### src/rtl/register_file_mp.sv
// Multi-port register file: NUM_RD combinational reads, two write ports (port 1 wins),
// per-register busy scoreboard and a registered same-address write-collision pulse.
// Optional build macro: REGFILE_BYPASS_EN adds a same-cycle write-to-read forwarding path.
module register_file_mp #(
    parameter int DATA_W   = 16,
    parameter int NUM_REGS = 8,
    parameter int ADDR_W   = 3,
    parameter int NUM_RD   = 2,
    parameter int ZERO_REG = 0
) (
    input  logic                     clk,
    input  logic                     reset,
    input  logic [NUM_RD*ADDR_W-1:0] rd_addr,
    output logic [NUM_RD*DATA_W-1:0] rd_data,
    output logic [NUM_RD-1:0]        rd_busy,
    input  logic                     wr_en0,
    input  logic [ADDR_W-1:0]        wr_addr0,
    input  logic [DATA_W-1:0]        wr_data0,
    input  logic                     wr_en1,
    input  logic [ADDR_W-1:0]        wr_addr1,
    input  logic [DATA_W-1:0]        wr_data1,
    input  logic                     sb_set,
    input  logic [ADDR_W-1:0]        sb_addr,
    output logic [NUM_REGS-1:0]      busy,
    output logic                     wr_collision
);

    logic [DATA_W-1:0]   regs_q [NUM_REGS];
    logic [DATA_W-1:0]   regs_d [NUM_REGS];
    logic [NUM_REGS-1:0] busy_q, busy_d;
    logic                coll_q, coll_d;
    logic                we0, we1, sbv;

    // Writable/readable: inside the array and not the hard-wired zero register.
    function automatic logic addr_ok(input logic [ADDR_W-1:0] a);
        return (int'(a) < NUM_REGS) && !((ZERO_REG != 0) && (a == '0));
    endfunction

    always_comb begin
        we0    = wr_en0 && !reset && addr_ok(wr_addr0);
        we1    = wr_en1 && !reset && addr_ok(wr_addr1);
        sbv    = sb_set && !reset && addr_ok(sb_addr);
        regs_d = regs_q;
        busy_d = busy_q;
        if (we0) begin
            regs_d[wr_addr0] = wr_data0;
            busy_d[wr_addr0] = 1'b0;
        end
        if (we1) begin
            regs_d[wr_addr1] = wr_data1;
            busy_d[wr_addr1] = 1'b0;
        end
        // A new reservation supersedes a completing write to the same register.
        if (sbv) begin
            busy_d[sb_addr] = 1'b1;
        end
        coll_d = wr_en0 && wr_en1 && (wr_addr0 == wr_addr1);
    end

    always_ff @(posedge clk or posedge reset) begin
        if (reset) begin
            regs_q <= '{default: '0};
            busy_q <= '0;
            coll_q <= 1'b0;
        end else begin
            regs_q <= regs_d;
            busy_q <= busy_d;
            coll_q <= coll_d;
        end
    end

    always_comb begin
        rd_data = '0;
        rd_busy = '0;
        for (int unsigned i = 0; i < NUM_RD; i++) begin
            logic [ADDR_W-1:0] ra;
            logic [DATA_W-1:0] d;
            logic              b;
            ra = rd_addr[i*ADDR_W +: ADDR_W];
            d  = '0;
            b  = 1'b0;
            if (addr_ok(ra)) begin
                d = regs_q[ra];
                b = busy_q[ra];
            end
`ifdef REGFILE_BYPASS_EN
            if (we1 && (wr_addr1 == ra)) begin
                d = wr_data1;
                b = sbv && (sb_addr == ra);
            end else if (we0 && (wr_addr0 == ra)) begin
                d = wr_data0;
                b = sbv && (sb_addr == ra);
            end
`endif
            rd_data[i*DATA_W +: DATA_W] = d;
            rd_busy[i]                  = b;
        end
    end

    assign busy         = busy_q;
    assign wr_collision = coll_q;

endmodule
### config.mk
export PLATFORM = sky130hd
export DESIGN_NAME = register_file_mp
export DESIGN_NICKNAME = d
export VERILOG_FILES = /design/src/rtl/register_file_mp.sv
export SDC_FILE = /design/constraint.sdc
export NUM_CORES = 1
export LEC_CHECK = 0
export ABC_CLOCK_PERIOD_IN_PS = 5600
export BUFFER_PORTS_ARGS = -buffer_cell sky130_fd_sc_hd__buf_2
export CORE_MARGIN = 2
export CORE_UTILIZATION = 55
export DETAILED_ROUTE_END_ITERATION = 6
export GPL_ROUTABILITY_DRIVEN = 1
export PLACE_DENSITY = 0.71
export SYNTH_ARGS = -nofsm -noshare
export SYNTH_HDL_FRONTEND = slang
export SYNTH_SLANG_ARGS = --single-unit
### constraint.sdc
create_clock -name clk -period 5.6 [get_ports clk]
set_input_delay 0.56 -clock clk [delete_from_list [all_inputs] [get_ports clk]]
set_output_delay 0.56 -clock clk [all_outputs]
set_load 0.01 [all_outputs]
Word-level counts from Yosys, hierarchy flattened

Index checks and enable logic that the tools add are counted.
Widths: inputs -> output; s select.

Output and inout bits: 43
Register bits: 137
Word-level logic and storage cells: 72

Eq/ne operators: 1
Mux-type cells: 27
$lt $le $gt $ge: 14
Bitwise operators: 9
Reduce and logical (&&, ||, !) cells: 11

Operators by type and width:

| cell               | count |
|---|---|
| $bwmux 128         | 2 |
| $mux 128           | 2 |
| $bmux 16 s3        | 2 |
| $demux 16 s3       | 2 |
| $mux 16            | 6 |
| $mux 8             | 3 |
| $lt 3x4->1 const B | 5 |
| $and 8x8->8        | 2 |
| $ge 4x4->1 const B | 4 |
| $not 3->4          | 4 |
| $not 8->8          | 2 |
| $logic_and 1x1->1  | 10 |
| $demux 1 s3        | 3 |
| $ge 3x1->1 const B | 3 |
| $lt 4x1->1 const B | 2 |
| $or 8x8->8         | 1 |
| $bmux 1 s3         | 2 |
| $mux 1             | 5 |
| $eq 3x3->1         | 1 |
| $logic_not 1->1    | 1 |

Depth between registers and ports, before layout

Gate-level depths: netlist of the first run.

Depth after elaboration: 11
Depth in mapped cells: 6

Worst setup path before layout of the first run

Ideal clock, no wire load.

Path kind: in2out
Start point: input rd_addr[0]
End point: output rd_busy[0]
Slack: 3,182 ps
Data arrival time: 1,858 ps
Stages: 4
Required time: 5,040 ps
Cell sequence: buf_2 > buf_2 > mux4_2 > mux2_2

Longest elaborated chain between the ends: 2

Ends and longest elaborated chain:

| what                         | RTL line | source |
|---|---|---|
| start, declared              | 13       | `input logic [NUM_RD*ADDR_W-1:0] rd_addr,` |
| $bmux 1 s3                   | 84       | `b = busy_q[ra];` |
| $mux 1 (implied by the code) | 84       |  |
| end, declared                | 15       | `output logic [NUM_RD-1:0] rd_busy,` |

Every way passes these cells. The select of a mux whose other input is x is not followed.

Final worst setup path of the first run

Start point: input rd_addr[0]
End point: output rd_data[12]

Longest elaborated chain between the ends: 4

Ends and longest elaborated chain:

| what                                       | RTL line | source |
|---|---|---|
| $not 3->4 (implied by the code)            | 83       | `d = regs_q[ra];` |
| $bmux 16 s3                                | 83       |  |
| $mux 16 (implied by the code) (2 in a row) | 83       |  |
| end, declared                              | 14       | `output logic [NUM_RD*DATA_W-1:0] rd_data,` |

Every way passes these cells. The select of a mux whose other input is x is not followed.

==> results of run 1 <==
## kinds of logic after synthesis
family / Yosys count
compound gates: 264
xor+xnor: 3
buf+inv: 141
flops: 137
mux: 102
simple gates: 347
## registers in the layout, indices dropped and copies added, names as in the netlist
register      count
busy              8
regs_q          128
wr_collision      1
## worst reg2reg max path: stages (launching register included)
cell,delay [ns]
dfrtp_1,0.40
o21ai_0,0.13
a31oi_1,0.32
## where the power goes
group          internal, mW  switching [mW]
clock                 0.776           0.436
combinational         0.517           0.512
sequential             1.24           0.224
## metal layers
metal / GRT usage (%) / vias to the layer above / wire (um)
met5: 0 / - / 0
met4: 16.0 / 0 / 1230
li1: - / 3768 / -
met1: 53.3 / 4508 / 12600
met2: 54.7 / 851 / 15000
met3: 9.60 / 123 / 4650
## cells in the final DEF, fill, tap and decap left out, types with 2 or more instances in the layout
cell type,instances
buf_2,94
nor2b_1,2
nor3_1,129
o221ai_1,4
xor2_1,2
nand2b_1,4
nand3b_1,2
o21ai_1,13
clkinv_2,3
dfrtp_1,137
nand3_1,3
nor2_1,2
nand4_1,32
nor3b_1,17
a32o_1,4
a31oi_1,128
clkbuf_1,3
o21ai_0,115
mux2_2,34
or2_2,3
mux4_2,68
clkbuf_16,17
buf_4,19
nand2_1,108
or2_1,7
and3b_1,33
clkbuf_8,3
bufinv_16,4
## layout make-up
class | count | area [um2]
antenna | 1 | 2.50
clock buffer | 23 | 478
clock inverter | 8 | 143
fill | 1424 | 6320
inverter | 1 | 8.76
multi-input combinational | 716 | 5310
sequential | 137 | 3430
tap | 220 | 275
timing repair buffer | 113 | 613
## worst paths after layout
check	depth (start not counted)	startpoint	to
setup / recovery	5	rd_addr[0]	rd_data[12]
min in group clk	3	wr_en1	wr_collision
hold reg to reg	2	busy[5]	busy[5]
hold / removal	2	reset	regs_q[2]
setup reg to reg	2	regs_q[27]	regs_q[27]
max in group asynchronous	3	reset	regs_q[104]
==> qor.yml, run 1 <==
sta:
  relSlewSlack_pct: 24.3
  grt_setup_unrepaired: "false"
  clock_skew_ns: 0
  fin_crit_sh_pct: 55.6
  slew_viol_final: 0
  hold_viol_final: 0
  holdWs_ns: 0.372
  setup_slack_ns: 2.49
  fin_tns_setup_ns: 0
  period_minus_slack_ns: 3.11
  finalSetupViolCount: 0
  fmax_mhz: 321
  worst_pin_slew_ns: 1.14
global_routing:
  grt_first_pass_wirelength_um: 51600
  antenna_found_initial: 1
  grt_max_degree: 88
  overflow: 0
  first_global_vias: 8816
  grt_use_total_pct: 37.4
setup_path:
  end_kind: "output pin"
  arrival_ns: 2.55
  path_cells: "buf_2 > buf_4 > mux4_2 > mux2_2 > buf_2"
  cp-start-kind: "primary input"
  critPathMaxFanout: 18
  crit_slowest_cell: "mux4_2"
  r2r_slack_ns: 4.64
  cp.buffers_inverters: 3
  crit_family: "buffers and inverters"
  path_class: "in -> out"
  cp.required_ns: 5.04
  slowest_delay_ns: 0.58
  crit_top_cell: "buf_2"
detailed_routing:
  wl_per_cell_um: 27.5
  vias_per_cell: 7.59
  wirelength_um: 33500
  antenna_left: 0
  vias: 9250
  drt_iter0_markers: 1360
  drtPass1Iterations: 5
  drc: 0
synthesis:
  synth-compound-area-share_pct: 16.2
  synth_simple_gate_area_share_pct: 19.8
  synth_edf_count: 0
  synth_flop_cell: "dfrtp_1"
  synthXorXnorAreaFrac_pct: 0.281
  postSynthAreaPerCell_um2: 9.40
  synth.distinct_cells: 30
  synthCells: 994
  synth_top_cell_area_share_pct: 36.7
  synthTopCellsByCount: "dfrtp_1, nor3_1, a31oi_1"
  ys_seq_area_share_pct: 36.7
  ys_ff_latch: 137
  synth_top_family_by_area: "multiplexers"
  synth.most_common_cell: "dfrtp_1"
  netlist_area_um2: 9340
  ys_warn_count: 0
  synthMuxAreaShare_pct: 20.5
  synthAdderAreaFrac_pct: 0
  synth_top_area_cell: "dfrtp_1"
  syn_nets: 1046
  synthTopCellsByArea: "dfrtp_1, mux4_2, a31oi_1, nor3_1, o21ai_0"
  postSynth.asyncResetShare_pct: 100
die:
  initial_utilization_pct: 56.3
  rows: 47
  coreArea_um2: 16600
  ios: 95
  die_area_um2: 18000
  fp.dieW_um: 134
  fp.dieH_um: 134
worst_hold_path:
  min_path_type: "in -> async"
job:
  maxCapViolations: 0
cts:
  clockBufferDepth: 2
  numCtsBuffers: 17
  hold_buffers: 0
  insertion_delay_ns: 0.43
  cts_sinks: 137
  clk_pin_slew_ns: 0.06
  ctsResizeCount: 0
  cts_setup_buffers: 0
  htreeDepth: 4
  cts_root_buf: "clkbuf_16"
  cts_tree: "built"
placed_design:
  gp_congestion: 0.884
  placed_cell_area_um2: 9640
  port_buffers: 94
  preCtsSetupSlack_ns: 2.46
  place_inst: 1187
  dpl.hpwl_um: 18600
cells_and_area:
  stdcell_count: 1219
  drive_above_1_share_pct: 25.2
  post-route-util_pct: 61.9
  design_area_um2: 10300
  final_nets: 1038
  area_growth_pct: 9.80
status:
  status: "finished clean"
pwr:
  vdd_ir_drop_max_v: 0.000251
  powerDensity_nw_per_um2: 361
  power_mw: 3.70
  p_leak_nw: 3.79
Power figures use the tool's default switching activity.
==> run 2: changes to the inputs <==
Settings changed: ABC_CLOCK_PERIOD_IN_PS 5600 to 2880.
Clock period 5.6 ns to 2.88 ns, I/O delays scaled along.
==> run 2 against run 1 <==
  * Non-clock buffer count is 22 higher
  * Utilization is 1.8 points higher
  * First-iteration DRC count is 11% lower
  * Register-to-register slack worse by 2.6 ns
  * Clock power is 98% higher
  * Via count is 0.78% lower
  * Combinational power is 99% higher
  * Sequential share of layout area is 0.94 points lower
  * Hold slack worse by 0.25 ns
  * Power is 95% higher
  * Setup slack worse by 2.0 ns
  * Count of clock-buffer cells in the layout is 3 lower
==> qor.yml, run 2 (same netlist as run 1, synthesis figures left out) <==
status:
  status: "finished clean"
worst_hold_path:
  holdPathEnd: "wr_collision"
  min_path_cells: 3
  min_path_type: "in -> reg"
  min_from: "wr_en0"
cells_and_area:
  top_register: "regs_q"
  final_nets: 1060
  stdcell_count: 1243
  final_cell_mix: "dfrtp_1, nor3_1, a31oi_1, o21ai_0, nand2_1"
  largest_reg_flops: 128
  fill_cells: 1381
  area_growth_pct: 13.0
  drive_above_1_share_pct: 27.0
  final_common_cell: "dfrtp_1"
  post-route-util_pct: 63.7
global_routing:
  grt_max_degree: 67
  first_global_vias: 9057
  antenna_found_initial: 6
  grt_use_total_pct: 38.0
  overflow: 0
  grt_first_pass_wirelength_um: 51800
setup_path:
  critPathMaxFanout: 19
  end_kind: "flip-flop"
  crit_slowest_cell: "or3b_2"
  cp.required_ns: 3.22
  cp-start-kind: "primary input"
  r2r_slack_ns: 1.99
  arrival_ns: 2.70
  path_class: "in -> reg"
  rr_endpoint: "regs_q[112]"
  path_cells: "dlygate4sd3_1 > buf_2 > or3b_2 > or2_1 > a31oi_1"
  slowest_delay_ns: 0.69
  rr_startpoint: "regs_q[112]"
  worst-r2r-cell-count: 2
sta:
  grt_setup_unrepaired: "false"
  setup_slack_ns: 0.519
  fin_crit_sh_pct: 82.0
  relSlewSlack_pct: 36.9
  slew_viol_final: 0
  period_minus_slack_ns: 2.36
  clock_skew_ns: 0
  holdWs_ns: 0.124
  fmax_mhz: 424
  worst_pin_slew_ns: 0.946
  fin_tns_setup_ns: 0
  finalSetupViolCount: 0
  hold_viol_final: 0
detailed_routing:
  vias: 9178
  vias_per_cell: 7.38
  antenna_left: 0
  wl_per_cell_um: 27.0
  drt_iter0_markers: 1207
  drtPass1Iterations: 5
  wirelength_um: 33500
  drc: 0
cts:
  clk_pin_slew_ns: 0.06
  numCtsBuffers: 17
  insertion_delay_ns: 0.43
  cts_root_buf: "clkbuf_16"
  cts_tree: "built"
  htreeDepth: 4
  cts_setup_buffers: 0
  cts_sinks: 137
  clockBufferDepth: 2
job:
  maxCapViolations: 0
die:
  initial_utilization_pct: 56.3
  fp.dieH_um: 134
  rows: 47
  die_area_um2: 18000
  fp.dieW_um: 134
  coreArea_um2: 16600
  ios: 95
pwr:
  vdd_ir_drop_max_v: 0.000466
  p_leak_nw: 3.93
  powerDensity_nw_per_um2: 684
placed_design:
  port_buffers: 94
  gp_congestion: 0.876
  place_inst: 1208
  dpl.hpwl_um: 19600
  preCtsSetupSlack_ns: 0.719
run 2: cell types whose count changed in the layout (fill, tap and decap cells not counted), sizes merged:
cell and change:
diode +1, dlygate4sd3 +1, clkinv +2, clkinvlp +3, inv -1, clkbuf -3, buf +21
run 2: cell type report:
type	count	area (um2)	area share (%)
Sequential cell	137	3430	32.5
Multi-Input combinational cell	716	5310	50.3
Tap cell	220	275	2.61
Antenna cell	2	5.00	0.0474
Inverter	1	7.51	0.0711
Clock buffer	20	467	4.42
Clock inverter	12	171	1.62
Timing Repair Buffer	135	893	8.46
run 2: how the worst max path moves through the flow:
stage	start	end	slack, ns	cells after the start
2_1_floorplan	reset	busy[0]	0.88	1
3_3_place_gp	reset	busy[4]	0.78	4
3_5_place_dp	reset	regs_q[19]	0.72	4
4_1_cts	reset	regs_q[122]	0.63	6
5_1_grt	reset	regs_q[23]	0.51	5
6_report	reset	regs_q[19]	0.52	5
run 2: report_power, final:
part	total, mW	internal, mW	switching (mW)	leakage (nW)
Sequential	2.78	2.40	0.372	1.63
Combinational	2.05	1.03	1.02	1.99
Clock	2.39	1.51	0.879	0.308
run 2: critical path, delay by kind of cell:
kind            cells  cell delay [ns]
compound gates      1             0.32
buf+inv             2             0.72
simple gates        2             1.35
run 2: metrics by stage:
step | power, mW | area (um2)
after global placement | 4.73 | 9900
after floorplan | 4.09 | 9350
final | 7.22 | 10600
after detailed placement | 4.79 | 9900
after CTS | 7.15 | 10600
after global routing | 7.50 | 10600
run 2: per-layer routing:
layer	global-route usage, %	vias to the layer above	wire [um]
li1	-	3816	-
met1	50.6	4462	12300
met2	55.7	719	15000
met3	12.0	173	4490
met4	20.8	8	1670
met5	0	-	49
run 2: repair_timing:
item                                   in CTS  in global routing
resized for setup                           0                  0
endpoints found under the hold margin       9                  0
hold buffers                                1                  0
==> run 3: changes to the inputs <==
Settings changed: ABC_CLOCK_PERIOD_IN_PS 2880 to 2000, PLACE_DENSITY 0.71 to 0.74.
Clock period 2.88 ns to 2 ns, I/O delays scaled along.
==> run 3 against run 2 <==
  * Clock power rose by 40%
  * Combinational power rose by 46%
  * Sequential power rose by 48%
  * Wire length rose by 2.2%
  * Hold slack got worse by 0.085 ns
  * Die area did not move
==> qor.yml, run 3 (same netlist as run 1, synthesis figures left out) <==
status:
  status: "finished clean"
cells_and_area:
  final_nets: 1077
  regArea_um2: 3430
  final_common_cell: "dfrtp_1"
  stdcell_count: 1257
  fill_cells: 1338
  top_register: "regs_q"
  antenna_cells: 0
  largest_reg_flops: 128
  final_cell_mix: "dfrtp_1, nor3_1, a31oi_1, o21ai_0, nand2_1"
  post-route-util_pct: 64.6
  multiInputGateArea_um2: 5320
  drive_above_1_share_pct: 28.0
  area_growth_pct: 14.6
pwr:
  p_leak_nw: 4.03
  clkPwrFrac_pct: 32.0
  combPwrFrac_pct: 28.6
  p_sw_mw: 3.34
  p_sw_share_pct: 32.0
  vdd_ir_drop_max_v: 0.000627
  powerDensity_nw_per_um2: 975
  sequentialPowerShare_pct: 39.4
  internal_power_mw: 7.10
setup_path:
  path_cells: "mux4_2 > mux2_2 > buf_2"
  critPathMaxFanout: 3
  slowest_delay_ns: 0.47
  crit_path_start: "regs_q[23]"
  cp.required_ns: 1.80
  crit_slowest_cell: "mux4_2"
  cp-start-kind: "flip-flop"
  arrival_ns: 1.79
  path_class: "reg -> out"
  cp_num_cells: 3
  r2r_slack_ns: 1.12
  end_kind: "output pin"
  worst-r2r-cell-count: 2
  cp.buffers_inverters: 1
  rr_endpoint: "regs_q[48]"
  crit_family: "multiplexers"
  cp-endpoint: "rd_data[23]"
  rr_startpoint: "regs_q[48]"
detailed_routing:
  drtPass1Iterations: 7
  drc: 0
  drt_iter0_markers: 1643
  wirelength_um: 34200
  vias: 9533
  wl_per_cell_um: 27.2
  vias_per_cell: 7.58
  antenna_left: 0
placed_design:
  place_inst: 1226
  preCtsSetupSlack_ns: 0.200
  gp_congestion: 0.898
  port_buffers: 94
  dpl.hpwl_um: 21300
global_routing:
  antenna_found_initial: 0
  grt_use_total_pct: 38.2
  met2_usage_pct: 56.1
  first_global_vias: 9202
  overflow: 0
  grt_busiest_layer: "met2"
  grt_first_pass_wirelength_um: 52500
  globalRouteMet1Util_pct: 52.4
  grt_max_degree: 75
  grt_use_met3_pct: 12.5
cts:
  clockBufferDepth: 2
  cts_tree: "built"
  cts_root_buf: "clkbuf_16"
  numCtsBuffers: 17
  htreeDepth: 4
  cts_sinks: 137
  insertion_delay_ns: 0.43
  clk_pin_slew_ns: 0.06
  cts_setup_buffers: 0
sta:
  clock_skew_ns: 0
  finalSetupViolCount: 0
  setup_slack_ns: 0.0117
  fmax_mhz: 503
  fin_tns_setup_ns: 0
  grt_setup_unrepaired: "false"
  fin_crit_sh_pct: 99.4
  hold_viol_final: 0
  worst_pin_slew_ns: 0.784
  relSlewSlack_pct: 47.7
  slew_viol_final: 0
  period_minus_slack_ns: 1.99
worst_hold_path:
  min_path_type: "in -> reg"
die:
  fp.dieW_um: 134
  ios: 95
  die_area_um2: 18000
  rows: 47
  initial_utilization_pct: 56.3
  fp.dieH_um: 134
  coreArea_um2: 16600
job:
  maxCapViolations: 0
run 3: layer usage:
layer / vias to the layer above / wire length [um]
met3: 121 / 5050
met2: 953 / 15500
met1: 4609 / 12500
met4: 0 / 1200
li1: 3850 / -
met5: - / 0
run 3: layout make-up:
class | instances | area share, %
clock buffer | 25 | 4.72
clock inverter | 6 | 1.04
inverter | 1 | 0.0701
multi-input combinational | 716 | 49.6
sequential | 137 | 32.0
tap | 220 | 2.57
timing repair buffer | 152 | 9.97
run 3: worst reg2reg max path: cells and delay by family (launching register included):
family / cells / cell delay [ns]
AOI/OAI and AO/OA: 2 / 0.39
DFF: 1 / 0.40
run 3: how the worst min path moves through the flow:
stage                 from      endpoint  slack, ns  depth (start not counted)
detailed placement  wr_en1  wr_collision       0.47                          3
floorplan           wr_en0  wr_collision       0.32                          2
global route        wr_en1  wr_collision       0.04                          3
finish              wr_en1  wr_collision       0.04                          3
CTS                 wr_en1  wr_collision       0.03                          3
global placement    wr_en1  wr_collision       0.48                          3
run 3: timing repair:
| item | 4_1_cts | 5_1_grt |
|---|---|---|
| resized for setup | 0 | 2 |
| hold buffers | 0 | 0 |
| setup endpoints to repair | 0 | 2 |
run 3: power by group through the flow:
stage                     logic [mW]  registers [mW]  clock network (mW)
after floorplan                 2.06            3.83                   0
after global placement          2.83            4.03                   0
after detailed placement        2.90            4.08                   0
after CTS                       2.92            4.04                3.33
after global routing            3.17            4.16                3.45
final                           2.99            4.11                3.34
run 3: per-stage QoR:
step	total power [mW]	hold WS, ns	instance area (um2)
final	10.4	0.0388	10700
after global routing	10.8	0.0417	10700
after CTS	10.3	0.0345	10700
after detailed placement	6.99	0.467	10100
after global placement	6.86	0.481	10100
after floorplan	5.89	0.325	9350
